## config.mk

```make
export PLATFORM = sky130hd
export DESIGN_NAME = operand_queue_array
export DESIGN_NICKNAME = d
export VERILOG_FILES = /design/src/rtl/operand_queue_array_pkg.sv /design/src/rtl/operand_queue_array_credit_fifo.sv /design/src/rtl/operand_queue_array.sv
export SDC_FILE = /design/constraint.sdc
export NUM_CORES = 2
export LEC_CHECK = 0
export CORE_ASPECT_RATIO = 1.25
export CORE_MARGIN = 3
export CORE_UTILIZATION = 37
export DETAILED_ROUTE_END_ITERATION = 10
export DONT_BUFFER_PORTS = 1
export PLACE_DENSITY = 0.53
export RECOVER_POWER = 50
export SYNTH_ARGS = -nofsm -noshare
export SYNTH_HDL_FRONTEND = slang
export SYNTH_SLANG_ARGS = --single-unit
```

## constraint.sdc

```tcl
create_clock -name clk_i -period 16.3 [get_ports clk_i]
set_input_delay 3.26 -clock clk_i [delete_from_list [all_inputs] [get_ports clk_i]]
set_output_delay 3.26 -clock clk_i [all_outputs]
set_load 0.01 [all_outputs]
```

## src/rtl/operand_queue_array_pkg.sv

```systemverilog
// Shared types and defaults for the lane operand queues.
// Holds the element type, the command descriptor and the default per-queue depths.
package ara_pkg;

  localparam int unsigned ELEN = 64;
  typedef logic [ELEN-1:0] elen_t;

  localparam int unsigned OpCntWidth = 16;
  typedef struct packed {
    logic [OpCntWidth-1:0] beats;
  } operand_queue_cnt_cmd_t;

  localparam int unsigned DefaultNrQueues = 8;
  localparam int unsigned DefaultMaxDepth = 5;
  localparam int unsigned DefaultQueueDepth [DefaultNrQueues] = '{5, 5, 5, 5, 5, 2, 2, 1};

  // Bits needed to index n distinct values; never less than one.
  function automatic int unsigned idx_width(input int unsigned n);
    return (n > 1) ? $clog2(n) : 1;
  endfunction

endpackage

```

## src/rtl/operand_queue_array_credit_fifo.sv

```systemverilog
// One operand queue: credit-reserved FIFO, flush/drop bookkeeping and command beat counter.
// Head data is visible the cycle after it is pushed; pointers wrap at Depth.
module operand_credit_fifo
  import ara_pkg::*;
#(
  parameter int unsigned Depth    = 5,
  parameter int unsigned MaxDepth = 5,
  parameter int unsigned CntWidth = OpCntWidth,
  parameter int unsigned OccW     = idx_width(MaxDepth + 1)
) (
  input  logic                clk_i,
  input  logic                rst_ni,
  input  logic                flush_i,
  input  logic [CntWidth-1:0] cmd_beats_i,
  input  logic                cmd_valid_i,
  output logic                cmd_ready_o,
  input  logic                operand_issued_i,
  output logic                operand_queue_ready_o,
  input  elen_t               operand_i,
  input  logic                operand_valid_i,
  output elen_t               operand_o,
  output logic                operand_valid_o,
  input  logic                operand_ready_i,
  output logic                operand_last_o,
  output logic [OccW-1:0]     occupancy_o,
  output logic                overflow_o
);

  localparam int unsigned PtrW  = idx_width(Depth);
  localparam int unsigned DropW = OccW + 1;
  localparam logic [PtrW-1:0] LastPtr = PtrW'(Depth - 1);

  elen_t               mem_q [Depth];
  logic [PtrW-1:0]     rd_ptr_q;
  logic [PtrW-1:0]     wr_ptr_q;
  logic [OccW-1:0]     occ_q;
  logic [OccW-1:0]     inflight_q;
  logic [DropW-1:0]    drop_q;
  logic                active_q;
  logic [CntWidth-1:0] beats_q;
  logic [CntWidth-1:0] beat_cnt_q;
  logic                overflow_q;

  logic                issue;
  logic                push;
  logic                pop;
  logic                last;
  logic                cmd_fire;
  logic [OccW:0]       credit_used;
  logic [DropW-1:0]    drop_total;

  function automatic logic [PtrW-1:0] ptr_inc(input logic [PtrW-1:0] p);
    return (p == LastPtr) ? '0 : p + PtrW'(1);
  endfunction

  // Credits count both stored words and reads still on their way back.
  assign credit_used           = {1'b0, occ_q} + {1'b0, inflight_q};
  assign operand_queue_ready_o = credit_used < (OccW + 1)'(Depth);
  assign issue                 = operand_issued_i & operand_queue_ready_o;

  assign operand_valid_o = active_q & (occ_q != '0);
  assign last            = operand_valid_o & (beat_cnt_q == beats_q - CntWidth'(1));
  assign operand_last_o  = last;
  assign pop             = operand_valid_o & operand_ready_i;
  assign operand_o       = operand_valid_o ? mem_q[rd_ptr_q] : '0;

  assign cmd_ready_o = !active_q | (pop & last);
  assign cmd_fire    = cmd_valid_i & cmd_ready_o;

  // Data is only kept when it answers a live reservation and nothing is owed to a flush.
  assign push       = operand_valid_i & !flush_i & (drop_q == '0) & (inflight_q != '0);
  assign drop_total = drop_q + DropW'(inflight_q) + DropW'(issue);

  assign occupancy_o = occ_q;
  assign overflow_o  = overflow_q;

  always_ff @(posedge clk_i) begin
    if (push) begin
      mem_q[wr_ptr_q] <= operand_i;
    end
  end

  always_ff @(posedge clk_i or negedge rst_ni) begin
    if (!rst_ni) begin
      rd_ptr_q   <= '0;
      wr_ptr_q   <= '0;
      occ_q      <= '0;
      inflight_q <= '0;
      drop_q     <= '0;
      active_q   <= 1'b0;
      beats_q    <= '0;
      beat_cnt_q <= '0;
      overflow_q <= 1'b0;
    end else if (flush_i) begin
      rd_ptr_q   <= '0;
      wr_ptr_q   <= '0;
      occ_q      <= '0;
      inflight_q <= '0;
      active_q   <= 1'b0;
      beat_cnt_q <= '0;
      // A word arriving in the flush cycle already belongs to the discarded reads.
      if (operand_valid_i && drop_total == '0) begin
        overflow_q <= 1'b1;
        drop_q     <= '0;
      end else begin
        drop_q <= drop_total - DropW'(operand_valid_i);
      end
    end else begin
      if (push) begin
        wr_ptr_q <= ptr_inc(wr_ptr_q);
      end
      if (pop) begin
        rd_ptr_q <= ptr_inc(rd_ptr_q);
      end
      occ_q      <= occ_q + OccW'(push) - OccW'(pop);
      inflight_q <= inflight_q + OccW'(issue) - OccW'(push);

      if (operand_valid_i) begin
        if (drop_q != '0) begin
          drop_q <= drop_q - DropW'(1);
        end else if (inflight_q == '0) begin
          overflow_q <= 1'b1;
        end
      end

      if (pop) begin
        beat_cnt_q <= beat_cnt_q + CntWidth'(1);
        if (last) begin
          active_q <= 1'b0;
        end
      end

      // A zero-beat command retires on acceptance and never becomes active.
      if (cmd_fire) begin
        beats_q    <= cmd_beats_i;
        beat_cnt_q <= '0;
        active_q   <= (cmd_beats_i != '0);
      end
    end
  end

  always @(posedge clk_i) begin
    if (rst_ni) begin
      assert (!(operand_issued_i && !operand_queue_ready_o));
      assert (!(issue && inflight_q == '1));
      assert (!(flush_i && drop_total < drop_q));
      assert (!(push && !pop && occ_q == OccW'(Depth)));
    end
  end

endmodule

```

## src/rtl/operand_queue_array.sv

```systemverilog
// Bank of independent credit-based operand queues between the VRF requester and the VFUs.
// Each lane slot gets its own depth; data passes through untouched.
module operand_queue_array
  import ara_pkg::*;
#(
  parameter  int unsigned NrQueues               = DefaultNrQueues,
  parameter  int unsigned MaxDepth               = DefaultMaxDepth,
  parameter  int unsigned QueueDepth [NrQueues]  = DefaultQueueDepth,
  parameter  int unsigned CntWidth               = OpCntWidth,
  localparam int unsigned OccW                   = idx_width(MaxDepth + 1)
) (
  input  logic                         clk_i,
  input  logic                         rst_ni,
  input  logic [NrQueues-1:0]          flush_i,
  input  logic [NrQueues*CntWidth-1:0] cmd_i,
  input  logic [NrQueues-1:0]          cmd_valid_i,
  output logic [NrQueues-1:0]          cmd_ready_o,
  input  logic [NrQueues-1:0]          operand_issued_i,
  output logic [NrQueues-1:0]          operand_queue_ready_o,
  input  logic [NrQueues*ELEN-1:0]     operand_i,
  input  logic [NrQueues-1:0]          operand_valid_i,
  output logic [NrQueues*ELEN-1:0]     operand_o,
  output logic [NrQueues-1:0]          operand_valid_o,
  input  logic [NrQueues-1:0]          operand_ready_i,
  output logic [NrQueues-1:0]          operand_last_o,
  output logic [NrQueues*OccW-1:0]     occupancy_o,
  output logic [NrQueues-1:0]          overflow_o
);

  for (genvar gi = 0; gi < NrQueues; gi++) begin : gen_queue
    operand_credit_fifo #(
      .Depth    (QueueDepth[gi]),
      .MaxDepth (MaxDepth),
      .CntWidth (CntWidth),
      .OccW     (OccW)
    ) i_queue (
      .clk_i                 (clk_i),
      .rst_ni                (rst_ni),
      .flush_i               (flush_i[gi]),
      .cmd_beats_i           (cmd_i[gi*CntWidth +: CntWidth]),
      .cmd_valid_i           (cmd_valid_i[gi]),
      .cmd_ready_o           (cmd_ready_o[gi]),
      .operand_issued_i      (operand_issued_i[gi]),
      .operand_queue_ready_o (operand_queue_ready_o[gi]),
      .operand_i             (operand_i[gi*ELEN +: ELEN]),
      .operand_valid_i       (operand_valid_i[gi]),
      .operand_o             (operand_o[gi*ELEN +: ELEN]),
      .operand_valid_o       (operand_valid_o[gi]),
      .operand_ready_i       (operand_ready_i[gi]),
      .operand_last_o        (operand_last_o[gi]),
      .occupancy_o           (occupancy_o[gi*OccW +: OccW]),
      .overflow_o            (overflow_o[gi])
    );
  end

endmodule

```

==> flow_metrics.env <==
export IMPL_outcome="complete, but fails checks"
export IMPL_violations="max-capacitance violations, max-slew violations"
export IMPL_dr_pass1_iters=6
export IMPL_fin_nets=7030
export IMPL_synth_simple_area_share=0.0780
export IMPL_drc_errors=0
export IMPL_synth_xor_area_frac=0.0289
export IMPL_fmax_ghz=0.103
export IMPL_cp_end_kind="output pin"
export IMPL_area_delta_synth_final_pct=11.7
export IMPL_synth_edff_count=1920
export IMPL_p_leak_nw=35.9
export IMPL_wl_um=264000
export IMPL_holdBufCountCts=0
export IMPL_via_per_inst=5.30
export IMPL_cp_start_kind="flip-flop"
export IMPL_netlist_area_mm2=0.0983
export IMPL_syn_inst=6164
export IMPL_synth_compound_area_frac=0.0260
export IMPL_clock_skew_ns=0.0691
export IMPL_die_height_um=582
export IMPL_cts_tree="built"
export IMPL_clock_sinks=2306
export IMPL_start_util=0.372
export IMPL_dr_total_vias=52600
export IMPL_core_area_mm2=0.264
export IMPL_maxCapViolCount=7
export IMPL_synth_warnings=0
export IMPL_fillCellCount=23900
export IMPL_period_share=0.593
export IMPL_setup_viol=0
export IMPL_yosysSeqAreaShare=0.685
export IMPL_worst_pin_slew_ns=3.88
export IMPL_async_flop_share=0.167
export IMPL_final_hold_violation_count=0
export IMPL_numCtsBuffers=240
export IMPL_critPathKind="reg -> out"
export IMPL_wire_per_inst_um=26.6
export IMPL_tns_ns=0
export IMPL_grt_pass1_wl_um=382000
export IMPL_grt_use_total=0.188
export IMPL_gp_congestion=0.842
export IMPL_hp_class="reg -> reg"
export IMPL_ys_types=90
export IMPL_synth_ff_type="edfxtp_1"
export IMPL_seqCellArea_mm2=0.0674
export IMPL_crit_path_cell_trace="nor3_1 > nand2b_2 > clkbuf_1 > inv_1 > nand2_1 > clkinv_1 > nand4_1 > nand2_1"
export IMPL_avgSynthCellArea_um2=16.0
export IMPL_place_hpwl_um=179000
export IMPL_ant_nets=0
export IMPL_postCtsSetupBuffers=0
export IMPL_stdcell_count=9924
export IMPL_vdd_drop_max_mv=0.106
export IMPL_clkLatencyLatePin_ns=0.89
export IMPL_die_w_um=467
export IMPL_drtIter0Drc=3500
export IMPL_multiInputGateArea_mm2=0.0290
export IMPL_gr_total_overflow=0
export IMPL_synth_seq_cells=2306
export IMPL_antenna_found_initial=62
export IMPL_io_buffers=0
export IMPL_layout_min_cycle_time_ns=9.67
export IMPL_cts_resized=0
export IMPL_rsz0062_at_grt="false"
export IMPL_path_common_cell="nand2_1"
export IMPL_total_power_w=0.0141
export IMPL_synth_mux_area_frac=0.137
export IMPL_first_global_vias=54300
export IMPL_slowest_stage="clkbuf_1"
export IMPL_powerDensity_mw_per_mm2=128
export IMPL_dp_cells=9448
export IMPL_std_cell_rows=211
export IMPL_cts_root_buf="clkbuf_16"
export IMPL_drive_gt1_frac=0.141
export IMPL_max_stage_delay_ns=2.35
export IMPL_synth_nets=7016
export IMPL_synth_top_family_by_area="multiplexers"
export IMPL_cts_max_path_buffers=4
export IMPL_dieArea_mm2=0.272
export IMPL_cp_data_arrival_time_ns=6.41
export IMPL_clk_pin_slew_ns=0.06
export IMPL_relSlewSlack=-1.58
export IMPL_synth_adder_area_share=0.0247
export IMPL_ios=1258
export IMPL_critical_path_max_fanout=65
export IMPL_cp_data_required_time_ns=13.04
export IMPL_htreeDepth=4
export IMPL_grt_max_degree=387
export IMPL_drv_slew=314
[power breakdown]
group	internal (W)	switching [W]
sequential	0.00660	0.000275
clock	0.00310	0.00231
combinational	0.000773	0.00106
total	0.0105	0.00364
[cell usage after synthesis, drive strengths merged, types with 29 or more instances]
cell	count	area share
edfxtp	1920	0.59
nor2	713	0.027
mux2i	465	0.047
dfrtp	386	0.098
mux4	320	0.073
inv	194	0.0074
xnor2	183	0.016
clkbuf	172	0.0066
nand2	161	0.0061
xor2	142	0.013
buf	131	0.0072
ha	130	0.017
mux2	130	0.016
nor3	112	0.0058
nand3	111	0.0058
a21oi	100	0.0051
nor4	77	0.0050
and2	72	0.0046
o21ai	66	0.0034
and3	59	0.0038
nand4	54	0.0034
nor2b	51	0.0032
fa	40	0.0081
a21o	29	0.0022
[cells in the final DEF, fill, tap and decap left out, types with 40 or more instances in the layout]
cell and n:
clkbuf_1 76, xnor2_1 183, edfxtp_1 1920, mux4_2 320
and3_1 55, clkinv_1 40, nand4_1 54, nor4_1 73
nand3_1 110, dfrtp_1 369, a21oi_1 99, nor2_1 709
nand2_1 161, buf_4 58, and2_1 68, clkinv_2 46
xor2_1 142, inv_1 194, ha_1 130, nor3_1 110
nor2b_1 51, mux2_2 82, mux2i_1 465, clkbuf_16 242
o21ai_0 65, fa_1 40
[per-layer routing]
metal / track usage / vias to the layer above / share of wire
met1: 0.213 / 27300 / 0.36
met2: 0.322 / 1562 / 0.50
li1: - / 23400 / -
met3: 0.0752 / 378 / 0.10
met4: 0.0660 / 32 / 0.037
met5: 0 / - / 0.00073
[state kept, by name, indices dropped and copies added, names as in the netlist]
name and cells:
gen_queue.i_queue.beat_cnt_q 128, gen_queue.i_queue.overflow_o 8, gen_queue.i_queue.drop_q 32, gen_queue.i_queue.active_q 8, gen_queue.i_queue.occupancy_o 24, gen_queue.i_queue.beats_q 128
gen_queue.i_queue.rd_ptr_q 17, gen_queue.i_queue.wr_ptr_q 17, gen_queue.i_queue.mem_q 1920, gen_queue.i_queue.inflight_q 24
[final cells by class]
type / count / area share
Inverter: 197 / 0.00673
Antenna cell: 32 / 0.000729
Multi-Input combinational cell: 3358 / 0.264
Sequential cell: 2306 / 0.613
Clock inverter: 126 / 0.0113
Timing Repair Buffer: 75 / 0.00505
Clock buffer: 316 / 0.0587
Tap cell: 3514 / 0.0400
[logic make-up (layout without fill, tap and decap cells)]
logic type,after synthesis,count (layout)
AO/OA/AOI/OAI,381,381
XOR/XNOR,325,325
adder cells (fa/ha/maj),170,170
flip-flops,2306,2306
AND/OR/NAND/NOR,1567,1567
multiplexers,915,915
buffers and inverters,500,714
other,0,32
[stage by stage]
step | setup WS (ns) | utilization | hold WS, ns | instance area (µm²)
floorplan | 5.19 | - | 0.429 | 98300
detailed placement | 8.70 | 0.387 | 0.480 | 102000
CTS | 8.69 | 0.416 | 0.506 | 110000
global route | 6.09 | 0.416 | 0.542 | 110000
global placement | 8.79 | 0.387 | 0.485 | 102000
finish | 6.63 | 0.416 | 0.504 | 110000
[worst paths after layout]
path                                                                     from                                             to  slack (ns)  depth (start not counted)
worst max register to register  gen_queue[3].i_queue.occupancy_o[1]$_DFF_PN0_  gen_queue[3].i_queue.occupancy_o[2]$_DFF_PN0_        9.87                         12
max in group asynchronous                                              rst_ni   gen_queue[1].i_queue.rd_ptr_q[2]$_DFFE_PN0P_       12.15                          2
worst max-delay path            gen_queue[3].i_queue.occupancy_o[1]$_DFF_PN0_                                 cmd_ready_o[3]        6.63                          8
worst min register to register   gen_queue[4].i_queue.beats_q[14]$_DFFE_PN0P_   gen_queue[4].i_queue.beats_q[14]$_DFFE_PN0P_        0.50                          1
worst min-delay path             gen_queue[4].i_queue.beats_q[14]$_DFFE_PN0P_   gen_queue[4].i_queue.beats_q[14]$_DFFE_PN0P_        0.50                          1
min in group asynchronous                                              rst_ni  gen_queue[6].i_queue.occupancy_o[2]$_DFF_PN0_        2.08                          0
[worst max-delay path: cells and delay by family, from the launching register on]
kind / cells / cell delay, ns
buffers and inverters: 3 / 3.51
and+or+nand+nor: 5 / 1.47
DFF: 1 / 0.56
(Power assumes the default switching activity.)
